<file path="config.mk">
export PLATFORM = sky130hd
export DESIGN_NAME = jump_encoder_flat
export DESIGN_NICKNAME = d
export VERILOG_FILES = /design/src/rtl/jump_encoder_if.sv /design/src/rtl/jump_encoder.sv /design/src/flat_wrapper.sv
export SDC_FILE = /design/constraint.sdc
export NUM_CORES = 1
export LEC_CHECK = 0
export CAP_MARGIN = 15
export CORE_MARGIN = 5
export CORE_UTILIZATION = 47
export CTS_CLUSTER_DIAMETER = 60
export CTS_CLUSTER_SIZE = 14
export DETAILED_ROUTE_END_ITERATION = 12
export GPL_TIMING_DRIVEN = 0
export MAX_ROUTING_LAYER = met4
export PLACE_DENSITY_LB_ADDON = 0.25
export RECOVER_POWER = 50
export SETUP_SLACK_MARGIN = 0.2
export SLEW_MARGIN = 15
export SYNTH_ARGS = -nofsm -noshare
export SYNTH_HDL_FRONTEND = slang
export SYNTH_SLANG_ARGS = --single-unit
export TNS_END_PERCENT = 30
</file>
<file path="constraint.sdc">
create_clock -name Clk -period 2.9 [get_ports Clk]
set_input_delay 0.58 -clock Clk [delete_from_list [all_inputs] [get_ports Clk]]
set_output_delay 0.58 -clock Clk [all_outputs]
set_load 0.02 [all_outputs]
</file>
<file path="src/rtl/jump_encoder_if.sv">
// Request/response bundle for jump_encoder: request side, FIFO head and statistics.
// The master modport drives requests and OutReady; the slave modport is the encoder.
interface jump_encoder_if #(
    parameter int CNT_W = 16
);
    logic             InValid;
    logic             InReady;
    logic [31:0]      Target;
    logic [31:0]      PCOut;
    logic             InLink;
    logic             OutValid;
    logic             OutReady;
    logic [31:0]      Instr;
    logic             OutErr;
    logic [1:0]       ErrCode;
    logic [CNT_W-1:0] EncCount;
    logic [CNT_W-1:0] ErrCount;

    modport master (
        output InValid, Target, PCOut, InLink, OutReady,
        input  InReady, OutValid, Instr, OutErr, ErrCode, EncCount, ErrCount
    );

    modport slave (
        input  InValid, Target, PCOut, InLink, OutReady,
        output InReady, OutValid, Instr, OutErr, ErrCode, EncCount, ErrCount
    );
endinterface

</file>
<file path="src/rtl/jump_encoder.sv">
// Encodes an absolute jump target into a J-type word {opcode, Target[27:2]},
// flags targets that cannot be reproduced from the PC region, and queues results.
module jump_encoder #(
    parameter int           DEPTH  = 2,
    parameter int           CNT_W  = 16,
    parameter logic [5:0]   OP_J   = 6'h02,
    parameter logic [5:0]   OP_JAL = 6'h03
) (
    input  logic           Clk,
    input  logic           Reset,
    jump_encoder_if.slave  bus
);
    localparam int AW = $clog2(DEPTH);
    localparam logic [AW:0] DEPTH_C = DEPTH[AW:0];

    typedef struct packed {
        logic [31:0] instr;
        logic        err;
        logic [1:0]  code;
    } entry_t;

    entry_t           mem [DEPTH];
    entry_t           enc;
    entry_t           head;
    logic [AW-1:0]    wr_ptr, rd_ptr;
    logic [AW:0]      count;
    logic             rdy_en;
    logic             push, pop;
    logic             align, region;
    logic [CNT_W-1:0] enc_cnt, err_cnt;

    // Encoding is purely combinational on the request; the FIFO captures it on accept.
    always_comb begin
        align  = (bus.Target[1:0] != 2'b00);
        region = (bus.Target[31:28] != bus.PCOut[31:28]);
        enc    = '0;
        if (align || region) begin
            enc.err  = 1'b1;
            enc.code = {region, align};
        end else begin
            enc.instr = {(bus.InLink ? OP_JAL : OP_J), bus.Target[27:2]};
        end
    end

    // rdy_en keeps InReady low until the first edge after reset release.
    assign bus.InReady  = rdy_en && (count < DEPTH_C);
    assign bus.OutValid = (count != '0);
    assign push         = bus.InValid && bus.InReady;
    assign pop          = bus.OutValid && bus.OutReady;

    assign head         = mem[rd_ptr];
    assign bus.Instr    = bus.OutValid ? head.instr : 32'h0;
    assign bus.OutErr   = bus.OutValid ? head.err   : 1'b0;
    assign bus.ErrCode  = bus.OutValid ? head.code  : 2'b00;
    assign bus.EncCount = enc_cnt;
    assign bus.ErrCount = err_cnt;

    always_ff @(posedge Clk) begin
        if (push) mem[wr_ptr] <= enc;
    end

    always_ff @(posedge Clk or negedge Reset) begin
        if (!Reset) begin
            wr_ptr <= '0;
            rd_ptr <= '0;
            count  <= '0;
            rdy_en <= 1'b0;
        end else begin
            rdy_en <= 1'b1;
            if (push) wr_ptr <= wr_ptr + 1'b1;
            if (pop)  rd_ptr <= rd_ptr + 1'b1;
            case ({push, pop})
                2'b10:   count <= count + 1'b1;
                2'b01:   count <= count - 1'b1;
                default: count <= count;
            endcase
        end
    end

    // Statistics count accepts, not deliveries, and stick at all-ones.
    always_ff @(posedge Clk or negedge Reset) begin
        if (!Reset) begin
            enc_cnt <= '0;
            err_cnt <= '0;
        end else if (push) begin
            if (!enc.err && enc_cnt != '1) enc_cnt <= enc_cnt + 1'b1;
            if (enc.err  && err_cnt != '1) err_cnt <= err_cnt + 1'b1;
        end
    end
endmodule

</file>
<file path="src/flat_wrapper.sv">
// flat-port wrapper written by rule: the top's interface ports become plain ports
module jump_encoder_flat 
#(
    parameter int           DEPTH  = 2,
    parameter int           CNT_W  = 16,
    parameter logic [5:0]   OP_J   = 6'h02,
    parameter logic [5:0]   OP_JAL = 6'h03
)
  (Clk, Reset, bus_InValid, bus_Target, bus_PCOut, bus_InLink, bus_OutReady, bus_InReady, bus_OutValid, bus_Instr, bus_OutErr, bus_ErrCode, bus_EncCount, bus_ErrCount);
  jump_encoder_if #(.CNT_W(CNT_W)) bus_i ();
  input  logic Clk;
  input  logic Reset;
  input wire logic [$bits(bus_i.InValid)-1:0] bus_InValid;
  input wire logic [$bits(bus_i.Target)-1:0] bus_Target;
  input wire logic [$bits(bus_i.PCOut)-1:0] bus_PCOut;
  input wire logic [$bits(bus_i.InLink)-1:0] bus_InLink;
  input wire logic [$bits(bus_i.OutReady)-1:0] bus_OutReady;
  output wire logic [$bits(bus_i.InReady)-1:0] bus_InReady;
  output wire logic [$bits(bus_i.OutValid)-1:0] bus_OutValid;
  output wire logic [$bits(bus_i.Instr)-1:0] bus_Instr;
  output wire logic [$bits(bus_i.OutErr)-1:0] bus_OutErr;
  output wire logic [$bits(bus_i.ErrCode)-1:0] bus_ErrCode;
  output wire logic [$bits(bus_i.EncCount)-1:0] bus_EncCount;
  output wire logic [$bits(bus_i.ErrCount)-1:0] bus_ErrCount;
  assign bus_i.InValid = bus_InValid;
  assign bus_i.Target = bus_Target;
  assign bus_i.PCOut = bus_PCOut;
  assign bus_i.InLink = bus_InLink;
  assign bus_i.OutReady = bus_OutReady;
  assign bus_InReady = bus_i.InReady;
  assign bus_OutValid = bus_i.OutValid;
  assign bus_Instr = bus_i.Instr;
  assign bus_OutErr = bus_i.OutErr;
  assign bus_ErrCode = bus_i.ErrCode;
  assign bus_EncCount = bus_i.EncCount;
  assign bus_ErrCount = bus_i.ErrCount;
  jump_encoder #(.DEPTH(DEPTH), .CNT_W(CNT_W), .OP_J(OP_J), .OP_JAL(OP_JAL)) u_core (.Clk(Clk), .Reset(Reset), .bus(bus_i));
endmodule
</file>
# ---- Yosys cells after proc, flatten, opt, wreduce, memory -nomap -nowiden
# Memories as Yosys holds them, arrays and structs flattened.
# Index checks and enable logic that the tools add are counted.
dict set report classes {
  order_cmp 1
  reduce_logical 12
  n_mux 9
  n_eq_ne 5
  n_addsub 6
}
# cell n
set ops {}
lappend ops {{32-bit 2-to-1 mux} 2}
lappend ops {{16-bit by 1-bit adder with 16-bit output, second input constant} 2}
lappend ops {{16-bit != test, second input constant} 2}
lappend ops {{2-bit nonzero test} 3}
lappend ops {{1-bit logical AND} 5}
lappend ops {{1-bit 2-to-1 mux} 4}
lappend ops {{4-bit != test} 1}
lappend ops {{2-bit case mux with 2 select lines} 1}
lappend ops {{2-bit AND reduction} 2}
lappend ops {{3-bit 2-to-1 mux} 1}
lappend ops {{1-bit adder, second input constant} 2}
lappend ops {{2-bit by 1-bit adder with 2-bit output, second input constant} 1}
lappend ops {{2-bit by 1-bit == test with 1-bit output, second input constant} 1}
lappend ops {{2-bit == test, second input constant} 1}
lappend ops {{2-bit less-than comparator, second input constant} 1}
lappend ops {{2-bit 2-to-1 mux} 1}
lappend ops {{2-bit by 1-bit subtractor with 2-bit output, second input constant} 1}
lappend ops {{1-bit zero test} 1}
lappend ops {{1-bit logical OR} 1}
dict set report word_totals {
  n_memories 1
  output_inout_bits 69
  mem_bits_rw 70
  inputBits 69
  reg_bits 37
}
# memory depth width read_ports rd_ports_with_merged_regs write_ports line_no
set memory_table {}
lappend memory_table {u_core.mem 2 35 1 0 1 jump_encoder.sv:22} ;# entry_t mem [DEPTH];

# ---- Longest topological paths before layout
# Gate-level depths: netlist (run 1).
dict set report depth {
  ltp_word 6
  ltp_mapped 7
}

# ---- Worst setup path after synthesis (run 1)
# OpenSTA, ideal clock, no wires.
dict set report synth_timing {
  path_kind {reg2reg}
  from {register u_core.count[1]}
  to {memory u_core.mem[0][0] (netlist name), enable pin}
  period_less_slack_ns 2.634
  stages_incl_launch_ff 4
  arrival_ns 2.215
  path_slack_ns 0.266
  n_path_buf 0
  path_cell_list {dfrtp_1 nor2b_2 nand2_4 nor2_1}
}
dict set report synth_between {
  elab_chain_len 5
}
# element line_no
set synth_rtl {}
lappend synth_rtl {{start: declaration} jump_encoder.sv:26} ;# logic [AW:0] count;
lappend synth_rtl {{start signal: assignment} jump_encoder.sv:73} ;# 2'b10: count <= count + 1'b1;
lappend synth_rtl {{start signal: assignment} jump_encoder.sv:74} ;# 2'b01: count <= count - 1'b1;
lappend synth_rtl {{start signal: assignment} jump_encoder.sv:75} ;# default: count <= count;
lappend synth_rtl {{2-bit less-than comparator} jump_encoder.sv:46} ;# assign bus.InReady = rdy_en && (count < DEPTH_C);
lappend synth_rtl {{1-bit logical AND} jump_encoder.sv:46}
lappend synth_rtl {{net bus_InReady} flat_wrapper.sv:18} ;# output wire logic [$bits(bus_i.InReady)-1:0] bus_InReady;
lappend synth_rtl {{1-bit logical AND} jump_encoder.sv:48} ;# assign push = bus.InValid && bus.InReady;
lappend synth_rtl {{1-bit 2-to-1 mux} jump_encoder.sv:59} ;# if (push) mem[wr_ptr] <= enc;
lappend synth_rtl {{1-bit 2-to-1 mux (not written as such)} jump_encoder.sv:59}
lappend synth_rtl {{end: declaration} jump_encoder.sv:22}
# The timed path passes the listed nets, and every way through them passes these cells.

# ---- Worst setup path in the final report (run 1)
dict set report layout_timing {
  from {input port bus_InValid}
  to {memory u_core.mem[0][2] (netlist name), enable pin}
}
dict set report layout_between {
  elab_chain_len 3
}
# element line_no
set layout_rtl {}
lappend layout_rtl {{start: declaration} flat_wrapper.sv:13} ;# input wire logic [$bits(bus_i.InValid)-1:0] bus_InValid;
lappend layout_rtl {{1-bit logical AND} jump_encoder.sv:48}
lappend layout_rtl {{1-bit 2-to-1 mux} jump_encoder.sv:59}
lappend layout_rtl {{1-bit 2-to-1 mux (not written as such)} jump_encoder.sv:59}
# No other way between the ends.

==> impl_metrics.py, run 1 <==
metrics = {
    "outcome": {
        "status": "completed",
    },
    "final_layout": {
        "area_growth_pct": 32.0,
        "final_cell_mix": "clkdlybuf4s50_1 (95), edfxtp_1 (62), nor2_1 (40)",
        "regArea_um2": 2790,
        "antenna_cells": 0,
        "fillers": 779,
        "multi_input_area_um2": 1540,
        "layout-drive-gt1-share_pct": 8.41,
        "final_common_cell": "clkdlybuf4s50_1",
        "final_net_count": 531,
    },
    "placement": {
        "hpwl_um": 6630,
        "numPortBuffers": 105,
        "place_congestion": 0.809,
        "pre_cts_slack_ps": 205,
    },
    "sta": {
        "fin_crit_ps": 2600,
        "fin_tns_setup_ps": 0,
        "skew_ps": 17.6,
        "setup_ws_ps": 296,
        "slew_headroom_pct": 1.71,
        "setup_viol": 0,
        "grt_setup_unrepaired": "false",
        "hold_viol": 0,
        "hold_ws_ps": 299,
        "drv_slew": 0,
        "fin_crit_sh_pct": 89.8,
        "max_freq_mhz": 384,
        "tightestPinTransition_ps": 1470,
    },
    "worst_setup_path": {
        "worstReg2RegEnd": "u_core.mem[0][2]$_DFFE_PP_",
        "cp_top_family": "simple AND/OR/NAND/NOR gates",
        "r2r_setup_slack_ps": 470,
        "critical-path-slowest-cell": "nor2_1",
        "arrival_ps": 2670,
        "cp_max_fo": 20,
        "worst-path-stages": 4,
        "cp-start-kind": "input port",
        "path_cells": "dlygate4sd3_1 -> nand2_1 -> nor2_1 -> buf_16",
        "crit_required_ps": 2960,
        "cpPeakStageDelay_ps": 970,
        "worstRegToRegCells": 4,
        "cp.buffers_inverters": 2,
        "cp-end-kind": "flip-flop",
        "r2r-start": "u_core.count[1]$_DFFE_PN0P_",
        "critPathKind": "input port to flip-flop",
    },
    "power_and_ir_drop": {
        "seq_power_share_pct": 39.9,
        "clkPwrFrac_pct": 17.9,
        "irDropWorstVdd_mv": 0.493,
        "pwr_density_cell_nw_per_um2": 762,
        "power_leakage_nw": 2.24,
        "p_int_mw": 2.88,
        "switching_share_pct": 35.4,
        "switching_power_mw": 1.58,
        "p_comb_share_pct": 42.2,
    },
    "floorplanning": {
        "die_w_um": 107,
        "dieArea_um2": 11500,
        "rows": 35,
        "die_y_um": 107,
        "io_pins": 138,
        "initial_core_util_pct": 48.0,
        "core_um2": 9240,
    },
    "clocking": {
        "clk_path_buf_depth": 2,
        "htreeDepth": 3,
        "cts_root_buf": "clkbuf_8",
        "clock_latency_ps": 360,
        "cts_tree": "done",
        "cts_setup_buffers": 0,
        "clkTransAtPathRegs_ps": 90,
        "numCtsBuffers": 9,
        "clock-sinks": 99,
        "cts-hold-fix-buffers": 0,
    },
    "hold_path": {
        "hold_path_class": "input port to asynchronous set/reset pin",
    },
    "routing": {
        "wirelength_um": 9280,
        "via_count": 2962,
        "routed_via_density": 4.99,
        "drt_first_pass_iters": 4,
        "drt_iter0_drc": 93,
        "detail_route.wl_per_cell_um": 15.6,
        "postRouteAntennaNets": 0,
        "drc": 0,
    },
    "logic_synthesis": {
        "yosysSeqAreaShare_pct": 62.8,
        "ys_warn_count": 0,
        "synthCells": 338,
        "yosys.cell_types.count": 39,
        "ys_seq_elements": 99,
        "syn-cell-area_um2": 4440,
        "avgSynthCellArea_um2": 13.1,
    },
    "global_routing": {
        "grt_pass1_vias": 3087,
        "grt_overflow": 0,
        "grt_antenna_before_repair": 0,
        "grt_max_degree": 32,
        "grt_pass1_wl_um": 15200,
        "grtUsageTotal_pct": 17.1,
    },
    "job": {
        "cap_violations": 0,
    },
}
==> registers in the layout (all words and copies together) (netlist names) <==
name	count
u_core.rdy_en	1
u_core.rd_ptr	1
u_core.wr_ptr	1
u_core.count	2
u_core.mem	62
u_core.bus.ErrCount	16
u_core.bus.EncCount	16
==> cell type report <==
cell class / instances / share of cell area [%]
flip-flops and latches: 99 / 47.6
multi-input cells: 219 / 26.2
repair buffers: 107 / 18.4
well taps: 129 / 2.76
clock buffers: 9 / 2.11
plain buffers: 18 / 1.75
clock inverters: 7 / 0.854
inverters: 5 / 0.320
==> power groups by stage <==
| stage | clock (mW) | sequential, mW | combinational (mW) |
|---|---|---|---|
| 3_5_place_dp | 0 | 1.81 | 1.91 |
| 2_1_floorplan | 0 | 1.84 | 1.00 |
| 3_3_place_gp | 0 | 1.80 | 1.87 |
| 4_1_cts | 0.820 | 1.78 | 1.92 |
| 6_report | 0.799 | 1.78 | 1.88 |
| 5_1_grt | 0.878 | 1.80 | 2.01 |
==> worst max path at each step <==
| stage | slack (ps) | to | start |
|---|---|---|---|
| finish | 300 | u_core.mem[0][2]$_DFFE_PP_ | bus_InValid |
| global route | 140 | bus_OutErr | u_core.count[1]$_DFFE_PN0P_ |
| global placement | -840 | u_core.mem[0][16]$_DFFE_PP_ | bus_InValid |
| floorplan | 270 | u_core.mem[0][0]$_DFFE_PP_ | u_core.count[1]$_DFFE_PN0P_ |
| detailed placement | 200 | u_core.mem[0][18]$_DFFE_PP_ | bus_PCOut[30] |
| CTS | 100 | bus_Instr[5] | u_core.rd_ptr$_DFFE_PN0P_ |
==> cell families after synthesis <==
group                      share of synthesized area (%)
AOI/OAI and AO/OA                                   1.52
xor gates and xnor gates                            6.71
adders and majority gates                          0.846
buffers and inverters                               2.45
DFF                                                 62.8
muxes                                               8.01
other                                              0.169
and+or+nand+nor                                     17.5
==> per-stage QoR <==
step | cells | utilization [%] | cell area [µm²] | power, mW
6_report | 593 | 63.4 | 5860 | 4.46
5_1_grt | 593 | 63.4 | 5860 | 4.69
4_1_cts | 593 | 63.8 | 5900 | 4.52
3_5_place_dp | 577 | 61.9 | 5720 | 3.72
3_3_place_gp | 575 | 61.3 | 5660 | 3.67
2_1_floorplan | 341 | - | 4450 | 2.84
==> layer usage <==
metal	track usage (%)	vias up	share of wire (%)
met5	-	-	0
met4	4.66	0	0.91
li1	-	1430	-
met3	3.43	12	5.0
met2	28.8	76	51
met1	21.3	1444	43
==> cell usage after synthesis <==
cell | n | area [µm²]
a2111oi_4 | 1 | 27.5
a21oi_1 | 5 | 25.0
a31oi_1 | 1 | 6.26
a41oi_1 | 1 | 8.76
and2_1 | 30 | 188
and3_1 | 10 | 62.6
and3_4 | 1 | 11.3
and4_1 | 4 | 35.0
buf_1 | 1 | 3.75
buf_2 | 6 | 30.0
buf_4 | 4 | 30.0
clkbuf_1 | 7 | 26.3
conb_1 | 2 | 7.51
dfrtp_1 | 37 | 926
edfxtp_1 | 62 | 1860
ha_1 | 3 | 37.5
inv_1 | 4 | 15.0
inv_2 | 1 | 3.75
mux2_1 | 2 | 22.5
mux2_2 | 2 | 22.5
mux2i_1 | 31 | 310
nand2_1 | 7 | 26.3
nand2_4 | 1 | 11.3
nand2b_1 | 1 | 6.26
nand3_1 | 12 | 60.1
nand3b_1 | 2 | 15.0
nand4_1 | 16 | 100
nand4_2 | 1 | 12.5
nand4b_1 | 1 | 8.76
nor2_1 | 40 | 150
nor2b_1 | 2 | 12.5
nor2b_2 | 1 | 8.76
nor3_2 | 1 | 10.0
nor3_4 | 1 | 16.3
nor4_2 | 1 | 12.5
nor4_4 | 1 | 21.3
or2_1 | 1 | 6.26
xnor2_1 | 31 | 272
xor2_1 | 3 | 26.3
==> what timing repair did <==
item | 4_1_cts | 5_1_grt
pin swaps | 0 | 0
resized for setup | 4 | 9
endpoints found under the setup margin | 30 | 30
No activity file was read; power rests on OpenSTA's default activity.
==> run 2: changes to the inputs <==
--- a/config.mk
+++ b/config.mk
@@ -6,14 +6,13 @@
 export NUM_CORES = 1
 export LEC_CHECK = 0
 export CAP_MARGIN = 15
-export CORE_MARGIN = 5
 export CORE_UTILIZATION = 47
 export CTS_CLUSTER_DIAMETER = 60
 export CTS_CLUSTER_SIZE = 14
 export DETAILED_ROUTE_END_ITERATION = 12
 export GPL_TIMING_DRIVEN = 0
 export MAX_ROUTING_LAYER = met4
-export PLACE_DENSITY_LB_ADDON = 0.25
+export PLACE_DENSITY = 0.93
 export RECOVER_POWER = 50
 export SETUP_SLACK_MARGIN = 0.2
 export SLEW_MARGIN = 15
==> impl_metrics.py, run 2 (synthesized netlist as in run 1, its figures left out) <==
metrics = {
    "clocking": {
        "clock-sinks": 99,
        "cts_resized": 6,
        "cts-hold-fix-buffers": 0,
        "numCtsBuffers": 9,
        "cts_setup_buffers": 0,
        "cts_root_buf": "clkbuf_8",
        "clk_path_buf_depth": 2,
        "cts_tree": "done",
        "htreeDepth": 3,
        "clkTransAtPathRegs_ps": 100,
        "clock_latency_ps": 350,
    },
    "worst_setup_path": {
        "arrival_ps": 2000,
        "cp-end-kind": "output pin",
        "cp-start-kind": "flip-flop",
        "cpPeakStageDelay_ps": 560,
        "worstReg2RegEnd": "u_core.mem[0][28]$_DFFE_PP_",
        "r2r_setup_slack_ps": 610,
        "path_cells": "nor2_2 -> clkbuf_2 -> nor2_1 -> clkdlybuf4s50_1",
        "crit_required_ps": 2320,
        "critPathKind": "flip-flop to output pin",
        "r2r-start": "u_core.count[1]$_DFFE_PN0P_",
        "worstRegToRegCells": 4,
        "critical-path-slowest-cell": "clkdlybuf4s50_1",
        "cp_max_fo": 10,
    },
    "hold_path": {
        "hold_path_class": "input port to asynchronous set/reset pin",
    },
    "job": {
        "cap_violations": 1,
    },
    "global_routing": {
        "grt_pass1_vias": 3012,
        "grt_overflow": 0,
        "grt_antenna_before_repair": 0,
        "grt_max_degree": 32,
        "grtUsageTotal_pct": 19.9,
        "grt_pass1_wl_um": 14700,
    },
    "routing": {
        "drc": 0,
        "routed_via_density": 5.20,
        "wirelength_um": 9030,
        "detail_route.wl_per_cell_um": 15.7,
        "postRouteAntennaNets": 0,
        "via_count": 2991,
        "drt_first_pass_iters": 4,
        "drt_iter0_drc": 82,
    },
    "final_layout": {
        "fillers": 705,
        "largest_register_ffs": 62,
        "area_growth_pct": 32.1,
        "finalNonFillerCells": 575,
        "layout-drive-gt1-share_pct": 9.05,
        "final_net_count": 531,
        "top_register": "u_core.mem",
        "antenna_cells": 0,
        "fin_area_um2": 5860,
        "final_common_cell": "clkdlybuf4s50_1",
        "final_cell_mix": "clkdlybuf4s50_1 (95), edfxtp_1 (62), nor2_1 (38)",
    },
    "sta": {
        "skew_ps": 10.3,
        "tightestPinTransition_ps": 1580,
        "hold_ws_ps": 127,
        "slew_headroom_pct": -5.22,
        "setup_ws_ps": 317,
        "setup_viol": 0,
        "grt_setup_unrepaired": "true",
        "fin_crit_ps": 2580,
        "drv_slew": 31,
        "fin_crit_sh_pct": 89.1,
        "hold_viol": 0,
        "max_freq_mhz": 387,
    },
    "placement": {
        "place_congestion": 0.853,
        "hpwl_um": 6530,
        "pre_cts_slack_ps": 216,
        "numPortBuffers": 105,
        "placed_area_um2": 5690,
        "place_inst": 559,
    },
    "floorplanning": {
        "dieArea_um2": 9830,
        "die_w_um": 99.2,
        "initial_core_util_pct": 48.2,
        "die_y_um": 99.2,
        "io_pins": 138,
        "rows": 35,
        "core_um2": 9200,
    },
    "power_and_ir_drop": {
        "power_mw": 4.57,
        "pwr_density_cell_nw_per_um2": 779,
        "irDropWorstVdd_mv": 0.450,
        "power_leakage_nw": 2.25,
    },
    "outcome": {
        "violations": "capacitance limit, slew limit",
        "status": "finished, violations left",
    },
}
## run 2: per-layer routing
| metal | wire, µm | GRT usage (%) | up-vias |
|---|---|---|---|
| met4 | 76 | 5.77 | 0 |
| met3 | 414 | 3.37 | 8 |
| met1 | 3880 | 25.2 | 1450 |
| met2 | 4660 | 33.4 | 98 |
| li1 | - | - | 1435 |
| met5 | 0 | - | - |
## run 2: cell type report
type / count / area [µm²] / share of cell area (%)
Buffer: 18 / 104 / 1.77
Clock buffer: 10 / 128 / 2.18
Clock inverter: 6 / 71.3 / 1.22
Inverter: 5 / 18.8 / 0.320
Multi-Input combinational cell: 219 / 1540 / 26.2
Sequential cell: 99 / 2790 / 47.5
Tap cell: 111 / 139 / 2.37
Timing Repair Buffer: 107 / 1080 / 18.4
## run 2: how the worst max path moves through the flow
stage	from	to	slack (ps)	cells after the start
4_1_cts	u_core.rd_ptr$_DFFE_PN0P_	bus_Instr[19]	130	5
3_3_place_gp	bus_InValid	u_core.mem[0][8]$_DFFE_PP_	-780	3
2_1_floorplan	u_core.count[1]$_DFFE_PN0P_	u_core.mem[0][0]$_DFFE_PP_	270	3
3_5_place_dp	u_core.rd_ptr$_DFFE_PN0P_	bus_Instr[14]	220	5
6_report	u_core.count[0]$_DFFE_PN0P_	bus_ErrCode[0]	320	4
5_1_grt	u_core.count[0]$_DFFE_PN0P_	bus_Instr[2]	180	4
## run 2: power by group
group | leakage, nW | internal (mW) | switching, mW
Clock | 0.0939 | 0.409 | 0.483
Sequential | 1.02 | 1.68 | 0.105
Combinational | 1.13 | 0.886 | 1.00
## run 2: critical path: cells and delay by family (launching register included)
kind / cells / cell delay, ps
DFF: 1 / 440
and+or+nand+nor: 2 / 360
buffers and inverters: 2 / 860
## run 2: through the flow
stage	setup TNS [ps]	util [%]
2_1_floorplan	0	-
3_3_place_gp	-24170	61.3
3_5_place_dp	0	61.9
4_1_cts	0	64.1
5_1_grt	0	63.8
6_report	0	63.8
==> run 3: changes to the inputs <==
--- a/config.mk
+++ b/config.mk
@@ -6,13 +6,13 @@
 export NUM_CORES = 1
 export LEC_CHECK = 0
 export CAP_MARGIN = 15
-export CORE_UTILIZATION = 47
+export CORE_UTILIZATION = 40
 export CTS_CLUSTER_DIAMETER = 60
 export CTS_CLUSTER_SIZE = 14
 export DETAILED_ROUTE_END_ITERATION = 12
 export GPL_TIMING_DRIVEN = 0
 export MAX_ROUTING_LAYER = met4
-export PLACE_DENSITY = 0.93
+export PLACE_DENSITY = 0.82
 export RECOVER_POWER = 50
 export SETUP_SLACK_MARGIN = 0.2
 export SLEW_MARGIN = 15
==> impl_metrics.py, run 3 (synthesized netlist as in run 1, its figures left out) <==
metrics = {
    "outcome": {
        "status": "completed",
    },
    "job": {
        "cap_violations": 0,
    },
    "sta": {
        "skew_ps": 6.45,
        "setup_viol": 0,
        "hold_viol": 0,
        "fin_tns_setup_ps": 0,
        "fin_crit_sh_pct": 88.8,
        "slew_headroom_pct": 3.32,
        "drv_slew": 0,
        "grt_setup_unrepaired": "true",
        "fin_crit_ps": 2580,
        "max_freq_mhz": 388,
        "tightestPinTransition_ps": 1450,
    },
    "clocking": {
        "cts-hold-fix-buffers": 0,
        "numCtsBuffers": 9,
        "clkTransAtPathRegs_ps": 100,
        "cts_tree": "done",
        "cts_setup_buffers": 0,
        "cts_root_buf": "clkbuf_8",
        "clock_latency_ps": 360,
        "clk_path_buf_depth": 2,
        "htreeDepth": 3,
        "clock-sinks": 99,
    },
    "final_layout": {
        "finalNonFillerCells": 603,
        "largest_register_ffs": 62,
        "layout-drive-gt1-share_pct": 9.07,
        "final_cell_mix": "clkdlybuf4s50_1 (84), edfxtp_1 (62), nor2_1 (38)",
        "final_common_cell": "clkdlybuf4s50_1",
        "top_register": "u_core.mem",
        "final_net_count": 531,
        "area_growth_pct": 32.5,
        "antenna_cells": 0,
    },
    "power_and_ir_drop": {
        "pwr_density_cell_nw_per_um2": 762,
        "power_leakage_nw": 2.28,
        "irDropWorstVdd_mv": 0.514,
    },
    "floorplanning": {
        "rows": 38,
        "core_um2": 10800,
        "dieArea_um2": 11500,
        "io_pins": 138,
        "initial_core_util_pct": 40.9,
        "die_w_um": 107,
        "die_y_um": 107,
    },
    "routing": {
        "drt_first_pass_iters": 4,
        "drc": 0,
        "drt_iter0_drc": 74,
        "via_count": 2976,
        "detail_route.wl_per_cell_um": 15.2,
        "wirelength_um": 9180,
        "postRouteAntennaNets": 0,
        "routed_via_density": 4.94,
    },
    "worst_setup_path": {
        "r2r_setup_slack_ps": 610,
        "worstReg2RegEnd": "u_core.mem[0][17]$_DFFE_PP_",
        "cp-end-kind": "output pin",
        "arrival_ps": 2000,
        "cp_max_fo": 10,
        "cp-start-kind": "flip-flop",
        "critPathLaunch": "u_core.count[0]$_DFFE_PN0P_",
        "crit_end": "bus_ErrCode[0]",
        "critPathKind": "flip-flop to output pin",
        "r2r-start": "u_core.count[1]$_DFFE_PN0P_",
        "crit_required_ps": 2320,
        "worstRegToRegCells": 4,
    },
    "global_routing": {
        "grt_max_degree": 32,
        "grt_pass1_vias": 3082,
        "grt_pass1_wl_um": 14800,
        "grtUsageTotal_pct": 17.3,
        "grt_antenna_before_repair": 0,
        "grt_overflow": 0,
    },
    "placement": {
        "hpwl_um": 6640,
        "numPortBuffers": 105,
        "place_inst": 588,
        "place_congestion": 0.805,
    },
    "hold_path": {
        "hold_path_class": "input port to asynchronous set/reset pin",
    },
}
==> run 3: changes by cell type in the layout (fill, tap and decap cells not counted), sizes merged <==
cell           previous run  this run
clkbuf                   19        18
dlymetal6s2s              1         0
clkinvlp                  2         3
bufinv                    1         0
clkdlybuf4s50            95        84
dlygate4sd3               8        20
==> run 3: layout make-up <==
| class | instances | area, µm² |
|---|---|---|
| Buffer | 18 | 108 |
| Tap cell | 140 | 175 |
| Clock buffer | 9 | 124 |
| Sequential cell | 99 | 2790 |
| Inverter | 5 | 18.8 |
| Clock inverter | 6 | 48.8 |
| Multi-Input combinational cell | 219 | 1540 |
| Fill cell | 936 | 4960 |
| Timing Repair Buffer | 107 | 1080 |
==> run 3: worst min-delay path by stage <==
stage | to | slack (ps) | depth (start not counted)
3_3_place_gp | u_core.wr_ptr$_DFFE_PN0P_ | 470 | 1
5_1_grt | u_core.rdy_en$_DFF_PN0_ | 350 | 1
2_1_floorplan | u_core.bus.EncCount[0]$_DFFE_PN0P_ | 280 | 0
4_1_cts | u_core.count[1]$_DFFE_PN0P_ | 130 | 1
3_5_place_dp | u_core.bus.ErrCount[8]$_DFFE_PN0P_ | 500 | 1
6_report | u_core.bus.ErrCount[13]$_DFFE_PN0P_ | 280 | 1
==> run 3: metrics by stage <==
step / cell area, µm² / power (mW) / utilization (%) / setup slack [ps] / hold WS [ps]
3_3_place_gp: 5670 / 3.66 / 52.3 / -861 / 475
4_1_cts: 5920 / 4.54 / 54.6 / 239 / 132
6_report: 5880 / 4.48 / 54.2 / 325 / 276
2_1_floorplan: 4450 / 2.84 / - / 266 / 284
3_5_place_dp: 5730 / 3.71 / 52.9 / 151 / 499
5_1_grt: 5880 / 4.70 / 54.2 / 149 / 352
==> run 3: metal layers <==
metal	part of all wire (%)	track usage (%)	vias up
met2	49	28.9	82
met3	4.2	2.72	11
li1	-	-	1435
met4	1.2	6.56	0
met5	0	-	-
met1	46	21.3	1448
==> run 3: repair_timing <==
item                                    4_1_cts  5_1_grt
endpoints found under the hold margin         0        0
endpoints found under the setup margin       30       27
resized for setup                             8        3
==> run 3: where the power goes <==
group          switching [mW]  internal, mW
combinational            1.00         0.886
clock                   0.493         0.316
sequential             0.0982          1.68
total                    1.59          2.89
==> run 3: critical path: stages, from the launching register on <==
cell,delay (ps)
dfrtp_1,430
nor2_2,250
clkbuf_2,300
nor2_1,80
clkdlybuf4s50_1,570
